File: config.mk
export PLATFORM = sky130hd
export DESIGN_NAME = branch_resolver
export DESIGN_NICKNAME = d
export VERILOG_FILES = /design/src/rtl/rv32i_pkg.sv /design/src/rtl/branch_cond_decode.sv /design/src/rtl/branch_resolver.sv
export SDC_FILE = /design/constraint.sdc
export NUM_CORES = 1
export LEC_CHECK = 0
export CAP_MARGIN = 0
export CORE_MARGIN = 5
export CORE_UTILIZATION = 46
export CTS_CLUSTER_SIZE = 16
export DETAILED_ROUTE_END_ITERATION = 8
export HOLD_SLACK_MARGIN = 0.12
export PLACE_DENSITY_LB_ADDON = 0.3
export SLEW_MARGIN = 20
export SYNTH_ARGS = -nofsm -noshare
export SYNTH_HDL_FRONTEND = slang
export SYNTH_SLANG_ARGS = --single-unit
File: constraint.sdc
create_clock -name clk -period 7.05 [get_ports clk]
set_input_delay 1.41 -clock clk [delete_from_list [all_inputs] [get_ports clk]]
set_output_delay 1.41 -clock clk [all_outputs]
set_load 0.05 [all_outputs]
File: src/rtl/rv32i_pkg.sv
// Shared RV32I branch definitions: funct3 codes, compare-unit result codes,
// branch resolver state encoding and a small alignment helper.
package rv32i_pkg;

  localparam logic [2:0] F3_BEQ  = 3'b000;
  localparam logic [2:0] F3_BNE  = 3'b001;
  localparam logic [2:0] F3_BLT  = 3'b100;
  localparam logic [2:0] F3_BGE  = 3'b101;
  localparam logic [2:0] F3_BLTU = 3'b110;
  localparam logic [2:0] F3_BGEU = 3'b111;

  localparam logic [1:0] CMP_NONE = 2'b00;
  localparam logic [1:0] CMP_EQ   = 2'b01;
  localparam logic [1:0] CMP_GT   = 2'b10;
  localparam logic [1:0] CMP_LT   = 2'b11;

  typedef enum logic [1:0] {
    ST_IDLE     = 2'd0,
    ST_WAIT_CMP = 2'd1,
    ST_RESOLVE  = 2'd2,
    ST_FLUSH    = 2'd3
  } br_state_e;

  // A branch target is usable only when it lands on a 32-bit boundary.
  function automatic logic is_word_aligned(input logic [1:0] addr_lsb);
    return (addr_lsb == 2'b00);
  endfunction

endpackage

File: src/rtl/branch_cond_decode.sv
// Combinational branch condition evaluation from the unsigned compare code,
// with the signed correction derived from the operand sign bits.
module branch_cond_decode
  import rv32i_pkg::*;
(
  input  logic [2:0] funct3_i,
  input  logic [1:0] cmp_code_i,
  input  logic       sign_1_i,
  input  logic       sign_2_i,
  output logic       taken_o,
  output logic       illegal_o
);

  logic eq_s;
  logic ltu_s;
  logic lts_s;

  // Evaluate eq/ltu/lts and select the condition for the branch type.
  always_comb begin
    eq_s      = (cmp_code_i == CMP_EQ);
    ltu_s     = (cmp_code_i == CMP_LT);
    // Differing signs decide the signed order by themselves.
    lts_s     = (sign_1_i != sign_2_i) ? sign_1_i : ltu_s;
    taken_o   = 1'b0;
    illegal_o = 1'b0;
    case (funct3_i)
      F3_BEQ:  taken_o = eq_s;
      F3_BNE:  taken_o = !eq_s;
      F3_BLT:  taken_o = lts_s;
      F3_BGE:  taken_o = !lts_s;
      F3_BLTU: taken_o = ltu_s;
      F3_BGEU: taken_o = !ltu_s;
      default: illegal_o = 1'b1;
    endcase
    // A missing compare result can never produce a taken branch.
    if (cmp_code_i == CMP_NONE) begin
      taken_o   = 1'b0;
      illegal_o = 1'b1;
    end else begin
      illegal_o = illegal_o;
    end
  end

endmodule

File: src/rtl/branch_resolver.sv
// RV32I conditional branch resolver: accepts a request, waits one cycle for
// the compare unit, pulses the outcome and redirect, then holds flush.
// Optional feature macro: BRANCH_STATS_EN adds saturating taken/not-taken
// counters on stat_taken_o / stat_not_taken_o.
module branch_resolver
  import rv32i_pkg::*;
#(
  parameter int WIDTH        = 32,
  parameter int FLUSH_CYCLES = 2
) (
  input  logic             clk,
  input  logic             rst,
  input  logic             req_valid_i,
  output logic             req_ready_o,
  input  logic [2:0]       funct3_i,
  input  logic [WIDTH-1:0] pc_i,
  input  logic [WIDTH-1:0] imm_i,
  input  logic             sign_1_i,
  input  logic             sign_2_i,
  output logic             cmp_en_o,
  input  logic [1:0]       cmp_code_i,
  output logic             resolved_valid_o,
  output logic             resolved_taken_o,
  output logic             redirect_valid_o,
  output logic [WIDTH-1:0] redirect_pc_o,
  output logic             flush_o,
  output logic             misalign_o,
  output logic             illegal_o,
  output logic             busy_o
`ifdef BRANCH_STATS_EN
  ,
  output logic [31:0]      stat_taken_o,
  output logic [31:0]      stat_not_taken_o
`endif
);

  localparam int CNT_W = $clog2(FLUSH_CYCLES + 1);

  br_state_e        state_q, state_d;
  logic [2:0]       funct3_q, funct3_d;
  logic             sign1_q, sign1_d;
  logic             sign2_q, sign2_d;
  logic [WIDTH-1:0] target_q, target_d;
  logic [WIDTH-1:0] fallthru_q, fallthru_d;
  logic             taken_q, taken_d;
  logic             illegal_q, illegal_d;
  logic [CNT_W-1:0] cnt_q, cnt_d;
  logic             dec_taken_s;
  logic             dec_illegal_s;

  branch_cond_decode u_cond (
    .funct3_i   (funct3_q),
    .cmp_code_i (cmp_code_i),
    .sign_1_i   (sign1_q),
    .sign_2_i   (sign2_q),
    .taken_o    (dec_taken_s),
    .illegal_o  (dec_illegal_s)
  );

  // State and request-context registers with synchronous reset.
  always_ff @(posedge clk) begin
    if (rst) begin
      state_q    <= ST_IDLE;
      funct3_q   <= 3'd0;
      sign1_q    <= 1'b0;
      sign2_q    <= 1'b0;
      target_q   <= '0;
      fallthru_q <= '0;
      taken_q    <= 1'b0;
      illegal_q  <= 1'b0;
      cnt_q      <= '0;
    end else begin
      state_q    <= state_d;
      funct3_q   <= funct3_d;
      sign1_q    <= sign1_d;
      sign2_q    <= sign2_d;
      target_q   <= target_d;
      fallthru_q <= fallthru_d;
      taken_q    <= taken_d;
      illegal_q  <= illegal_d;
      cnt_q      <= cnt_d;
    end
  end

  // Next-state logic and outputs decoded from the current state.
  always_comb begin
    state_d          = state_q;
    funct3_d         = funct3_q;
    sign1_d          = sign1_q;
    sign2_d          = sign2_q;
    target_d         = target_q;
    fallthru_d       = fallthru_q;
    taken_d          = taken_q;
    illegal_d        = illegal_q;
    cnt_d            = cnt_q;
    req_ready_o      = 1'b0;
    cmp_en_o         = 1'b0;
    resolved_valid_o = 1'b0;
    resolved_taken_o = 1'b0;
    redirect_valid_o = 1'b0;
    redirect_pc_o    = '0;
    flush_o          = 1'b0;
    misalign_o       = 1'b0;
    illegal_o        = 1'b0;
    busy_o           = (state_q != ST_IDLE);
    case (state_q)
      ST_IDLE: begin
        req_ready_o = !rst;
        if (req_valid_i && !rst) begin
          // Operands are on the compare unit's inputs this very cycle.
          cmp_en_o   = 1'b1;
          funct3_d   = funct3_i;
          sign1_d    = sign_1_i;
          sign2_d    = sign_2_i;
          target_d   = pc_i + imm_i;
          fallthru_d = pc_i + WIDTH'(32'd4);
          state_d    = ST_WAIT_CMP;
        end else begin
          state_d = ST_IDLE;
        end
      end
      ST_WAIT_CMP: begin
        taken_d   = dec_taken_s;
        illegal_d = dec_illegal_s;
        state_d   = ST_RESOLVE;
      end
      ST_RESOLVE: begin
        resolved_valid_o = 1'b1;
        resolved_taken_o = taken_q;
        illegal_o        = illegal_q;
        if (taken_q && is_word_aligned(target_q[1:0])) begin
          redirect_valid_o = 1'b1;
          redirect_pc_o    = target_q;
          cnt_d            = CNT_W'(FLUSH_CYCLES);
          state_d          = ST_FLUSH;
        end else if (taken_q) begin
          misalign_o    = 1'b1;
          redirect_pc_o = target_q;
          state_d       = ST_IDLE;
        end else begin
          // Fall-through is shown for debug visibility only.
          redirect_pc_o = fallthru_q;
          state_d       = ST_IDLE;
        end
      end
      ST_FLUSH: begin
        flush_o = 1'b1;
        if (cnt_q <= CNT_W'(1)) begin
          cnt_d   = '0;
          state_d = ST_IDLE;
        end else begin
          cnt_d = cnt_q - CNT_W'(1);
        end
      end
      default: begin
        state_d = ST_IDLE;
      end
    endcase
  end

`ifdef BRANCH_STATS_EN
  logic [31:0] stat_taken_q;
  logic [31:0] stat_not_taken_q;

  // Saturating outcome counters, bumped once per resolved branch.
  always_ff @(posedge clk) begin
    if (rst) begin
      stat_taken_q     <= 32'd0;
      stat_not_taken_q <= 32'd0;
    end else if (state_q == ST_RESOLVE) begin
      if (taken_q && !(&stat_taken_q)) begin
        stat_taken_q <= stat_taken_q + 32'd1;
      end else if (!taken_q && !(&stat_not_taken_q)) begin
        stat_not_taken_q <= stat_not_taken_q + 32'd1;
      end
    end
  end

  assign stat_taken_o     = stat_taken_q;
  assign stat_not_taken_o = stat_not_taken_q;
`endif

endmodule

After elaboration in Yosys (flattened, before gate mapping)
Cells that the tools add are included.
{ "op_classes": {"addsub": 3, "magnitude_cmp": 1, "eq_ne": 13, "mux": 27, "n_reduce_logical": 15} }
{ "ops": {"columns": ["cell", "n"], "rows": [
  ["$mux 32", 3],
  ["$add 32x3->32 const B", 1],
  ["$add 32x32->32", 1],
  ["$mux 1", 17],
  ["$eq 3x3->1 const B", 4],
  ["$mux 2", 4],
  ["$pmux 2 s4", 1],
  ["$eq 2x2->1 const B", 3],
  ["$logic_not 2->1", 3],
  ["$pmux 1 s6", 1],
  ["$reduce_or 6->1", 1],
  ["$eq 2x1->1 const B", 2],
  ["$logic_not 1->1", 4],
  ["$ne 2x2->1 const B", 2],
  ["$pmux 2 s2", 1],
  ["$reduce_and 2->1", 2],
  ["$reduce_bool 2->1", 2],
  ["$eq 3x1->1 const B", 1],
  ["$logic_not 3->1", 1],
  ["$le 2x1->1 const B", 1],
  ["$logic_and 1x1->1", 2],
  ["$sub 2x1->2 const B", 1],
  ["$ne 1x1->1", 1]
]} }
{ "word_totals": {"register_bits": 75, "in_bits": 74, "output_inout_bits": 41, "word_cells": 68} }

Depth between registers and ports, before layout
{ "logic_depth": {"word_depth": 5, "ltp_mapped": 10, "ltp_nobuf": 10} }

Hierarchy
Synthesis repeated with hierarchy kept, for this count alone.
{ "unflattened": {"cells_unflattened": 677, "area_unflattened_um2": 5403.9} }
{ "by_module_without_submodules": {"columns": ["mod", "n_inst", "cells_each", "area_each_um2", "seq_area_each_um2"], "rows": [
  ["branch_resolver", 1, 659, 5281.3, 1501.4],
  ["branch_cond_decode", 1, 18, 122.6, 0.0]
]} }

Worst setup path before layout
No wires, ideal clock.
{ "synth_timing": {"path_kind": "input to output", "startpoint": "input port rst", "endpoint": "output port cmp_en_o", "arrival_time_ns": 3.531, "required_ns": 5.640, "path_slack_ns": 2.109, "cell_stages": 6, "n_path_buf": 3, "cell_sequence": "clkbuf_1 > nor2_1 > nand2_1 > clkbuf_1 > clkinv_1 > clkbuf_1"} }
{ "synth_between": {"elab_chain_len": 4} }
{ "synth_rtl": {"columns": ["element", "line_no", "rtl"], "rows": [
  ["from (decl)", "branch_resolver.sv:12", "input logic rst,"],
  ["$logic_not 1->1", "branch_resolver.sv:109", "if (req_valid_i && !rst) begin"],
  ["$logic_and 1x1->1", "branch_resolver.sv:109", null],
  ["$mux 1", "branch_resolver.sv:109", null],
  ["$mux 1", "branch_resolver.sv:106", "case (state_q)"],
  ["to (decl)", "branch_resolver.sv:20", "output logic cmp_en_o,"]
]} }
No other way between the ends.

Worst setup path after layout
Same ends and word-level chain as after synthesis.

==> results_dict.tcl <==
set metrics [dict create \
    ant_nets 0 \
    routed_via_density 5.66 \
    min_path_cells 2 \
    core-area_mm2 0.0113 \
    report.final.slew_viol_count 0 \
    dr.first_iter.drc_count 276 \
    setup_ws_ns 1.65 \
    grt-busiest-layer "met2" \
    rows 39 \
    skew_ns 0.00903 \
    tightest_slew_ns 0.844 \
    routabilityCongestion 0.861 \
    wire_per_inst_um 16.0 \
    ios 115 \
    reg2reg_depth 6 \
    die_h_um 117 \
    slew_headroom 0.432 \
    cts_hold_buf 0 \
    cts.repair.resized 0 \
    cp-end-kind "primary output" \
    cts_tree "built" \
    setup_viol 0 \
    critical_path_required_ns 5.64 \
    antenna_cells 0 \
    grt_pass1_wl_mm 23.4 \
    startpoint_type "input port" \
    period_needed_ns 5.40 \
    yosysWarnings 0 \
    timing.rr.start "state_q[0]" \
    dpl.hpwl_mm 10.7 \
    power_density_mw_per_mm2 191 \
    areaGrowthSynthToFinish_pct 28.5 \
    grt_pass1_vias 4931 \
    hold_class "reg -> reg" \
    worst-setup-path-type "in -> out" \
    status "completed" \
    cp_max_fo 41 \
    crit_arrival_ns 3.99 \
    min_from "fallthru_q[0]" \
    clk_pin_slew_ns 0.06 \
    io_buffers 114 \
    ys_seq_area_frac 0.287 \
    cts_setup_buffers 0 \
    chipWidth_um 117 \
    setup_tns_ns 0 \
    hold_viol 0 \
    grtUsageMet3 0.0285 \
    use_met2 0.357 \
    cts_buffer_depth 2 \
    max_freq_ghz 0.185 \
    syn_inst 671 \
    place_ws_ns 1.66 \
    grt_max_degree 92 \
    drv_cap 0 \
    whs_endpoint "fallthru_q[0]" \
    syn_nets 778 \
    dieArea_mm2 0.0136 \
    irDropWorstVdd_uv 103 \
    antenna_found_initial 0 \
    power_w 0.00128 \
    synthArstFlopShare 0 \
    rrSetupSlack_ns 4.72 \
    leakage_nw 2.58 \
    fin_crit_sh 0.766 \
    wl_mm 14.5 \
    grt_overflow 0 \
    syn_area_per_cell_um2 7.79 \
    drtPass1Iterations 4 \
    synthFlopType "dfxtp_1" \
    grt_use_total 0.214 \
    grt_setup_unrepaired "no" \
    start_util 0.463 \
    vias 5132 \
    syn_area_mm2 0.00522 \
    drive_gt1_frac 0.0458 \
    cts_made_buffers 9 \
    htreeDepth 3 \
    grt_util_met1 0.281 \
    drc 0 \
    hold_ws_ns 0.450 \
    final_util 0.595 \
    root_buffer "clkbuf_16" \
    ys_ff_latch 75 \
    final_nets 866 \
    synth_edf_count 0 \
    r2r_end "target_q[29]" \
    synth_cell_types 61 \
    worstSkewPairLatency_ns 0.35 \
    cts.sinks 75 \
]
## sequential cells by signal (all words and copies together) (netlist names)
| signal | flops |
|---|---|
| taken_q | 1 |
| target_q | 32 |
| funct3_q | 3 |
| illegal_q | 1 |
| cnt_q | 2 |
| sign1_q | 1 |
| state_q | 2 |
| sign2_q | 1 |
| fallthru_q | 32 |
## power by group
part           internal [W]  switching (W)  leakage, nW
sequential         0.000467      0.0000277        0.618
clock              0.000273       0.000182        0.143
combinational      0.000150       0.000183         1.82
## area by class of cell
| type | count | area [um^2] |
|---|---|---|
| fillers | 1059 | 4560 |
| multi-input cells | 544 | 3530 |
| clock buffers | 11 | 233 |
| flip-flops and latches | 75 | 1510 |
| clock inverters | 5 | 53.8 |
| repair buffers | 117 | 1160 |
| inverters | 12 | 45.0 |
| well taps | 143 | 179 |
## synthesized netlist by cell type (all sizes together) (24+ instances only)
| cell | number | area (um^2) |
|---|---|---|
| a21o | 25 | 188 |
| a21oi | 28 | 140 |
| clkbuf | 30 | 114 |
| dfxtp | 75 | 1500 |
| ha | 32 | 400 |
| mux2i | 33 | 330 |
| nand2 | 67 | 251 |
| nand3 | 86 | 430 |
| nor2 | 53 | 199 |
| o21ai | 71 | 355 |
| xnor2 | 24 | 210 |
| xor2 | 30 | 263 |
## per-stage QoR
| stage | instance area [um^2] | instances |
|---|---|---|
| after CTS | 6710 | 907 |
| after global placement | 6420 | 891 |
| final | 6710 | 907 |
| after detailed placement | 6420 | 891 |
| after floorplan | 5220 | 671 |
| after global routing | 6710 | 907 |
## critical path, stage by stage
cell,delay [ns]
clkdlybuf4s50_1,0.64
nor2_1,0.14
nand2_4,0.33
clkinv_1,0.58
clkdlybuf4s50_1,0.87
## metal layers
layer	share of wire	wire length, um
met4	0.021	310
met1	0.46	6620
met3	0.059	863
met5	0	0
met2	0.46	6750
## cells by family (layout without fill, tap and decap cells)
group                    after synthesis  after routing  share of synthesized area
XOR/XNOR                              54             54                     0.0905
AO/OA/AOI/OAI                        167            167                      0.208
buffers and inverters                 52            145                     0.0378
adder cells (fa/ha/maj)               33             33                     0.0805
multiplexers                          33             33                     0.0632
AND/OR/NAND/NOR                      257            257                      0.232
flip-flops                            75             75                      0.287
## how the worst max path moves through the flow
stage,from,endpoint,slack (ns),cells past startpoint
6_report,rst,cmp_en_o,1.65,5
5_1_grt,rst,cmp_en_o,1.45,5
4_1_cts,rst,cmp_en_o,1.65,5
3_5_place_dp,rst,cmp_en_o,1.66,5
3_3_place_gp,rst,cmp_en_o,1.69,5
2_1_floorplan,rst,cmp_en_o,2.11,6
## cell usage in the layout, fill, tap and decap left out, types with 8 or more instances in the layout
cell type	synthesis	layout
ha_1	32	32
o21ai_0	60	60
xnor2_1	24	24
mux2i_1	33	33
inv_1	10	10
o21ai_1	11	11
a21o_1	25	25
and3_1	10	10
nor2_1	53	53
clkdlybuf4s50_1	0	114
clkbuf_16	0	9
dfxtp_1	75	74
nand2_1	67	66
nand3_1	86	86
a21oi_1	28	28
nor3_1	8	8
xor2_1	30	30
No activity file was read; power rests on OpenSTA's default activity.
